### config.mk
export PLATFORM = sky130hd
export DESIGN_NAME = mem_arbiter
export DESIGN_NICKNAME = d
export VERILOG_FILES = /design/src/rtl/mem_arb_pkg.sv /design/src/rtl/mem_arbiter_check.sv /design/src/rtl/mem_arbiter.sv
export SDC_FILE = /design/constraint.sdc
export NUM_CORES = 1
export LEC_CHECK = 0
export ABC_CLOCK_PERIOD_IN_PS = 4900
export BUFFER_PORTS_ARGS = -buffer_cell sky130_fd_sc_hd__buf_2
export CAP_MARGIN = 20
export CORE_MARGIN = 2
export CORE_UTILIZATION = 30
export DETAILED_ROUTE_END_ITERATION = 8
export PLACE_DENSITY = 0.55
export SETUP_SLACK_MARGIN = 0.1
export SYNTH_ARGS = -nofsm -noshare
export SYNTH_HDL_FRONTEND = slang
export SYNTH_SLANG_ARGS = --single-unit
### constraint.sdc
create_clock -name clk -period 4.9 [get_ports clk]
set_input_delay 1.225 -clock clk [delete_from_list [all_inputs] [get_ports clk]]
set_output_delay 1.225 -clock clk [all_outputs]
set_load 0.02 [all_outputs]
### src/rtl/mem_arb_pkg.sv
// Shared encodings, FSM states and defaults for the two-port memory arbiter.
package mem_arb_pkg;

  localparam logic [1:0] BYTE         = 2'b00;
  localparam logic [1:0] HALF_WORD    = 2'b01;
  localparam logic [1:0] WORD         = 2'b10;
  localparam logic [1:0] SIZE_ILLEGAL = 2'b11;

  localparam logic PORT0 = 1'b0;
  localparam logic PORT1 = 1'b1;

  localparam int DEFAULT_MEM_BYTES = 256;

  typedef enum logic [1:0] {
    IDLE   = 2'd0,
    ACCESS = 2'd1,
    RESP   = 2'd2
  } arb_state_t;

  // Byte count of an access; the illegal encoding reports zero bytes.
  function automatic logic [2:0] size_bytes(input logic [1:0] size);
    case (size)
      BYTE:      return 3'd1;
      HALF_WORD: return 3'd2;
      WORD:      return 3'd4;
      default:   return 3'd0;
    endcase
  endfunction

endpackage

### src/rtl/mem_arbiter_check.sv
// Combinational access legality check: illegal size, misalignment and bounds.
module mem_access_check
  import mem_arb_pkg::*;
#(
  parameter int BUS_WIDTH = 32,
  parameter int MEM_BYTES = DEFAULT_MEM_BYTES
) (
  input  logic [BUS_WIDTH-1:0] addr,
  input  logic [1:0]           size,
  output logic                 err
);

  logic [BUS_WIDTH:0] nbytes;
  logic [BUS_WIDTH:0] end_addr;
  logic               illegal_size;
  logic               misaligned;
  logic               out_of_range;

  // One extra bit on the end address so an access near 2^BUS_WIDTH cannot wrap into range.
  always_comb begin
    nbytes       = {{(BUS_WIDTH-2){1'b0}}, size_bytes(size)};
    end_addr     = {1'b0, addr} + nbytes;
    illegal_size = (size == SIZE_ILLEGAL);
    misaligned   = ((size == WORD) && (addr[1:0] != 2'b00)) ||
                   ((size == HALF_WORD) && addr[0]);
    out_of_range = end_addr > (BUS_WIDTH+1)'(MEM_BYTES);
    err          = illegal_size | misaligned | out_of_range;
  end

endmodule

### src/rtl/mem_arbiter.sv
// Two-port arbiter/sequencer in front of the data memory (IDLE -> ACCESS -> RESP).
// Define MEM_ARB_ROUND_ROBIN_EN for round-robin ties; otherwise port 1 wins ties.
module mem_arbiter
  import mem_arb_pkg::*;
#(
  parameter int BUS_WIDTH = 32,
  parameter int MEM_BYTES = DEFAULT_MEM_BYTES
) (
  input  logic                 clk,
  input  logic                 rst,
  input  logic                 req0,
  input  logic                 req1,
  input  logic [BUS_WIDTH-1:0] addr0,
  input  logic [BUS_WIDTH-1:0] addr1,
  input  logic [BUS_WIDTH-1:0] wdata0,
  input  logic [BUS_WIDTH-1:0] wdata1,
  input  logic                 we0,
  input  logic                 we1,
  input  logic [1:0]           size0,
  input  logic [1:0]           size1,
  input  logic                 sext0,
  input  logic                 sext1,
  output logic                 gnt0,
  output logic                 gnt1,
  output logic                 rvalid0,
  output logic                 rvalid1,
  output logic [BUS_WIDTH-1:0] rdata0,
  output logic [BUS_WIDTH-1:0] rdata1,
  output logic                 err0,
  output logic                 err1,
  output logic [BUS_WIDTH-1:0] mem_addr,
  output logic [BUS_WIDTH-1:0] mem_wdata,
  output logic                 mem_wr_en,
  output logic [1:0]           mem_size,
  output logic                 mem_sz_ex,
  input  logic [BUS_WIDTH-1:0] mem_rdata
);

  arb_state_t           state;
  logic                 any_req;
  logic                 winner;
  logic                 grant_ok;
  logic [BUS_WIDTH-1:0] sel_addr;
  logic [BUS_WIDTH-1:0] sel_wdata;
  logic [1:0]           sel_size;
  logic                 sel_we;
  logic                 sel_sext;
  logic                 sel_err;

  logic [BUS_WIDTH-1:0] lat_addr;
  logic [BUS_WIDTH-1:0] lat_wdata;
  logic [1:0]           lat_size;
  logic                 lat_we;
  logic                 lat_sext;
  logic                 lat_port;
  logic                 lat_err;

`ifdef MEM_ARB_ROUND_ROBIN_EN
  logic                 last_port;
`endif

  assign any_req = req0 | req1;

  // Tie-break: round-robin favours the port not granted last; fixed priority favours load/store.
  always_comb begin
`ifdef MEM_ARB_ROUND_ROBIN_EN
    winner = (req0 && req1) ? ~last_port : req1;
`else
    winner = req1;
`endif
  end

  assign sel_addr  = (winner == PORT1) ? addr1  : addr0;
  assign sel_wdata = (winner == PORT1) ? wdata1 : wdata0;
  assign sel_size  = (winner == PORT1) ? size1  : size0;
  assign sel_we    = (winner == PORT1) ? we1    : we0;
  assign sel_sext  = (winner == PORT1) ? sext1  : sext0;

  mem_access_check #(
    .BUS_WIDTH(BUS_WIDTH),
    .MEM_BYTES(MEM_BYTES)
  ) u_check (
    .addr(sel_addr),
    .size(sel_size),
    .err (sel_err)
  );

  assign grant_ok = (state == IDLE) && any_req && !rst;
  assign gnt0     = grant_ok && (winner == PORT0);
  assign gnt1     = grant_ok && (winner == PORT1);

  assign mem_addr  = lat_addr;
  assign mem_wdata = lat_wdata;
  assign mem_size  = lat_size;
  assign mem_sz_ex = lat_sext;
  // Reset must block a write even when it lands in the middle of ACCESS.
  assign mem_wr_en = (state == ACCESS) && lat_we && !lat_err && !rst;

  always_ff @(posedge clk) begin
    if (rst) begin
      state     <= IDLE;
      lat_addr  <= '0;
      lat_wdata <= '0;
      lat_size  <= BYTE;
      lat_we    <= 1'b0;
      lat_sext  <= 1'b0;
      lat_port  <= PORT0;
      lat_err   <= 1'b0;
      rvalid0   <= 1'b0;
      rvalid1   <= 1'b0;
      rdata0    <= '0;
      rdata1    <= '0;
      err0      <= 1'b0;
      err1      <= 1'b0;
`ifdef MEM_ARB_ROUND_ROBIN_EN
      last_port <= PORT1;
`endif
    end else begin
      rvalid0 <= 1'b0;
      rvalid1 <= 1'b0;
      case (state)
        IDLE: begin
          if (any_req) begin
            lat_addr  <= sel_addr;
            lat_wdata <= sel_wdata;
            lat_size  <= sel_size;
            lat_we    <= sel_we;
            lat_sext  <= sel_sext;
            lat_port  <= winner;
            lat_err   <= sel_err;
`ifdef MEM_ARB_ROUND_ROBIN_EN
            last_port <= winner;
`endif
            state     <= ACCESS;
          end
        end
        ACCESS: begin
          if (lat_port == PORT1) begin
            rdata1  <= lat_err ? '0 : mem_rdata;
            err1    <= lat_err;
            rvalid1 <= 1'b1;
          end else begin
            rdata0  <= lat_err ? '0 : mem_rdata;
            err0    <= lat_err;
            rvalid0 <= 1'b1;
          end
          state <= RESP;
        end
        RESP:    state <= IDLE;
        default: state <= IDLE;
      endcase
    end
  end

endmodule

==> run summary <==
The run finished with clean final reports. Across the VDD grid, the largest voltage drop is 203 uV. Derived from the worst setup path, the maximum achievable clock frequency is 0.247 GHz.

In the routed layout, each cell is associated on average with a via count of 4.89. For the maximum count of clock buffers along a single path, the log shows 2. For the number of nets in the synthesized netlist, the log shows 1005. The filler cell count in the final layout is 2375, and the final global-route overflow total is 0. The tools report the hold violation total from the final report as 0.

The worst endpoint data arrival time was 2820 ps. 310 I/O pins were placed. The number of global-route vias before repair was 6647. For the number of max-capacitance violations reported, the log shows 0.

The net switching share of the total power was 32.3%. The tools report the number of DRC violations after detailed routing as 0. The detail route stage leaves a number of antenna-violating nets equal to 0. The total count of max-transition violations in the final report was 0; the count of cells resized by post-cts repair was 0.

Clock-pin slew was measured on the worst setup and hold paths at 60 ps. The logs give 64 for the number of different library cells in the post-synthesis netlist and 3 for the initial antenna violation count. The area fraction in compound gates after synthesis came out at 17.1%. Summing the areas of all and, or, nand and nor instances in the mapped netlist gives 24.3% of the synthesized area.

Of all nets on the critical path, the largest fanout is 90. Total wire length after detailed routing: 22400 um. The logs give 4.22 nW for the total leakage power and 5 for the number of iterations in the first detailed-routing pass.

The busiest layer in global routing is met2. By area, the combinational part of the netlist is dominated by simple AND/OR/NAND/NOR gates. TritonCTS built the clock tree. Entering global routing, the biggest net connects 131 pins.

The number of placement rows is 55, and the relative slew slack is 44.8%. Global routing consumed, on the met3 layer, 4.48% of the routing resources. The number of synthesized flops with an enable pin is 0, and the clock latency of the later-clocked register in the worst-skew pair is 420 ps.

The worst path in the final design needs a cycle of 4040 ps, including I/O delays and setup. The critical path's largest stage delay is 430 ps, and the iteration-0 DRC count of the detailed router is 285. The met1 routing resource usage after global routing is 23.8%, and the number of buffer and inverter instances along the worst setup path is 4. The worst setup path is captured at a primary output. The net count of the finished layout is 1287. The clock network accounts for 40.4% of the total power. Slew at the pin closest to its max-slew limit: 826 ps. In this run the tool buffered the top-level ports with 309 buffer cells. Cell internal power was estimated by the tool at 0.00220 W. The fraction of final layout cells sized beyond drive strength 1 was 34.4%. After clock tree synthesis, the flow added hold-fix buffers numbering 0. The most frequent standard cell in the layout excluding fill and tap cells was sky130_fd_sc_hd__buf_2. Clock tree synthesis inserted a total of 17 buffers. Power density over cell area: 351 mW/mm^2. The per-cell routed wire length was 15.9 um; the placeable core region was 0.0226 mm^2. Setup repair after global routing left no endpoint under its margin.

Count of state elements after synthesis: 140. The cell occurring most often along the worst timing path is sky130_fd_sc_hd__buf_4. Global routing used 18.5% of the available tracks across all layers. Among cell families on the critical path, the largest total delay comes from buffers and inverters. From synthesis to final layout, the design area changed by 34.7%. The vertical die dimension is 155 um. For met2 alone, demand over resource in global routing was 31.0%.

The routed layout has 6901 vias. The portion of synthesized area spent on multiplexers is 11.8%. The logs give 16200 um for the half-perimeter wire length after placement and 20.7% for the combinational group share of total power. The first global-routing pass estimated 35700 um of wire.

The tools report the starting density of the core as 30.5%. The setup TNS was 0 ps; the post-synthesis instance total was 829. The average cell area after synthesis is 8.30 um^2, and the net load switching power is 0.00105 W.

The setup violation total in the final timing report is 0. Of the total synthesized cell area, the portion taken by full adders, half adders and majority gates is 0.836%. The number of levels in the clock H-tree came out at 4. The commonest register cell after synthesis was sky130_fd_sc_hd__dfxtp_1. The worst setup path is launched from a primary input. For this design, the slowest cell found on the critical path is sky130_fd_sc_hd__buf_12. Of the total power, registers draw 38.9%. Of the synthesized area, sequential elements account for 40.7%.

For the total die area, the log shows 0.0242 mm^2. The signal on the critical path passes through buf_4, buf_12, o21ai_1, buf_4, nor3_1, buf_2. The tree is rooted in a sky130_fd_sc_hd__clkbuf_16.

The post-synthesis xor/xnor area fraction is 1.27%. The horizontal die dimension works out to 155 um. The number of warning messages in the yosys log is 0, and the weighted congestion reported at the end of routability-driven placement is 0.859. The final hold slack came out at 452 ps.

The tools report the count of clock tree sinks as 140. The cell area that synthesis handed to floorplanning was 0.00688 mm^2. The critical path is of the primary input to primary output type.

Kind of path behind the tightest hold check: flip-flop to flip-flop. Between clock sinks in the finished design, the worst skew comes to 8.54 ps. In the layout the commonest cells are 307 x sky130_fd_sc_hd__buf_2, 161 x sky130_fd_sc_hd__nand2_1, 140 x sky130_fd_sc_hd__dfxtp_1. At the worst endpoint, the required time is 3670 ps. Counting flops with an async set or reset pin after synthesis yields a share of 0%. Dividing the final minimum period by the clock period gives 82.5%. The number of setup buffers added after CTS is 0.
==> registers in the layout (all words and copies together) (netlist names) <==
register / flops
rdata0: 32
mem_size: 2
lat_port: 1
rvalid1: 1
mem_addr: 32
mem_wdata: 32
rdata1: 32
lat_we: 1
err1: 1
err0: 1
rvalid0: 1
lat_err: 1
state: 2
mem_sz_ex: 1
==> cell usage after synthesis (2+ instances only) <==
cell,instances,area share (%)
sky130_fd_sc_hd__mux2_1,2,0.33
sky130_fd_sc_hd__a211oi_1,63,6.9
sky130_fd_sc_hd__ha_1,3,0.55
sky130_fd_sc_hd__buf_2,8,0.58
sky130_fd_sc_hd__nand3b_4,2,0.58
sky130_fd_sc_hd__a21oi_1,78,5.7
sky130_fd_sc_hd__nor2b_1,35,3.2
sky130_fd_sc_hd__or4_1,2,0.22
sky130_fd_sc_hd__nor3b_1,2,0.22
sky130_fd_sc_hd__mux2_2,12,2.0
sky130_fd_sc_hd__xor2_1,8,1.0
sky130_fd_sc_hd__buf_6,3,0.49
sky130_fd_sc_hd__nand3_1,12,0.87
sky130_fd_sc_hd__o21ai_0,6,0.44
sky130_fd_sc_hd__nand3_2,2,0.29
sky130_fd_sc_hd__a22oi_1,2,0.22
sky130_fd_sc_hd__and2_1,4,0.36
sky130_fd_sc_hd__nand2_1,161,8.8
sky130_fd_sc_hd__nand4_2,2,0.36
sky130_fd_sc_hd__a31oi_1,4,0.36
sky130_fd_sc_hd__nor2_1,89,4.9
sky130_fd_sc_hd__nor4_1,3,0.27
sky130_fd_sc_hd__nor3_1,12,0.87
sky130_fd_sc_hd__clkbuf_1,42,2.3
sky130_fd_sc_hd__a311oi_1,2,0.25
sky130_fd_sc_hd__nand2b_1,5,0.45
sky130_fd_sc_hd__xnor2_1,2,0.25
sky130_fd_sc_hd__and4_1,2,0.25
sky130_fd_sc_hd__nand3b_1,8,0.87
sky130_fd_sc_hd__mux2i_1,61,8.9
sky130_fd_sc_hd__o21a_1,2,0.22
sky130_fd_sc_hd__inv_1,4,0.22
sky130_fd_sc_hd__nand4_1,5,0.45
sky130_fd_sc_hd__dfxtp_1,140,41
sky130_fd_sc_hd__buf_1,5,0.27
sky130_fd_sc_hd__o22ai_1,4,0.36
sky130_fd_sc_hd__nor4b_1,2,0.25
sky130_fd_sc_hd__a211oi_2,2,0.36
sky130_fd_sc_hd__mux2i_2,3,0.60
==> kinds of logic (layout without fill, tap and decap cells) <==
family,count (synthesis),in the layout
other cells,0,1
xor+xnor,10,10
buf+inv,64,359
mux,78,78
fa+ha+maj,4,4
simple gates,355,355
compound gates,178,178
flops,140,140
==> routing by layer <==
| layer | up-vias | wire (um) |
|---|---|---|
| met5 | - | 20 |
| met3 | 27 | 1430 |
| met1 | 3163 | 9930 |
| met2 | 227 | 10600 |
| li1 | 3480 | - |
| met4 | 4 | 359 |
==> layout make-up <==
class | count | area, um^2 | area share [%]
multi-input cells | 625 | 3820 | 41.2
flip-flops and latches | 140 | 2800 | 30.2
repair buffers | 322 | 1670 | 18.1
clock buffers | 17 | 425 | 4.59
well taps | 285 | 357 | 3.85
clock inverters | 15 | 171 | 1.85
inverters | 5 | 18.8 | 0.202
diodes | 1 | 2.50 | 0.0270
==> power by group through the flow <==
stage,clock network (W),registers (W),logic [W]
after floorplan,0,0.00139,0.000317
after global placement,0,0.00129,0.000680
after detailed placement,0,0.00129,0.000682
after CTS,0.00136,0.00127,0.000685
after global routing,0.00140,0.00128,0.000745
final,0.00131,0.00127,0.000674
==> worst paths after layout <==
path	from	to	slack (ps)	depth (start not counted)
max reg2reg	state[1]	lat_err	3160	7
max	req1	gnt0	860	6
min	rdata0[22]	rdata0[22]	450	2
min reg2reg	rdata0[22]	rdata0[22]	450	2
==> stage by stage <==
step	instances	area, um^2	power [W]	utilization [%]	worst slack (ps)
after floorplan	829	6880	0.00171	-	319
after global placement	1377	8670	0.00197	38.4	613
after detailed placement	1377	8670	0.00197	38.4	581
after CTS	1409	9270	0.00331	41.1	806
after global routing	1409	9270	0.00342	41.1	682
final	1410	9270	0.00325	41.1	859
==> worst min-delay path, stage by stage, from the launching register on <==
cell	delay (ps)
sky130_fd_sc_hd__dfxtp_1	300
sky130_fd_sc_hd__nand2_1	50
sky130_fd_sc_hd__a21oi_1	50
Note: power is estimated with default switching activity, not from simulation.
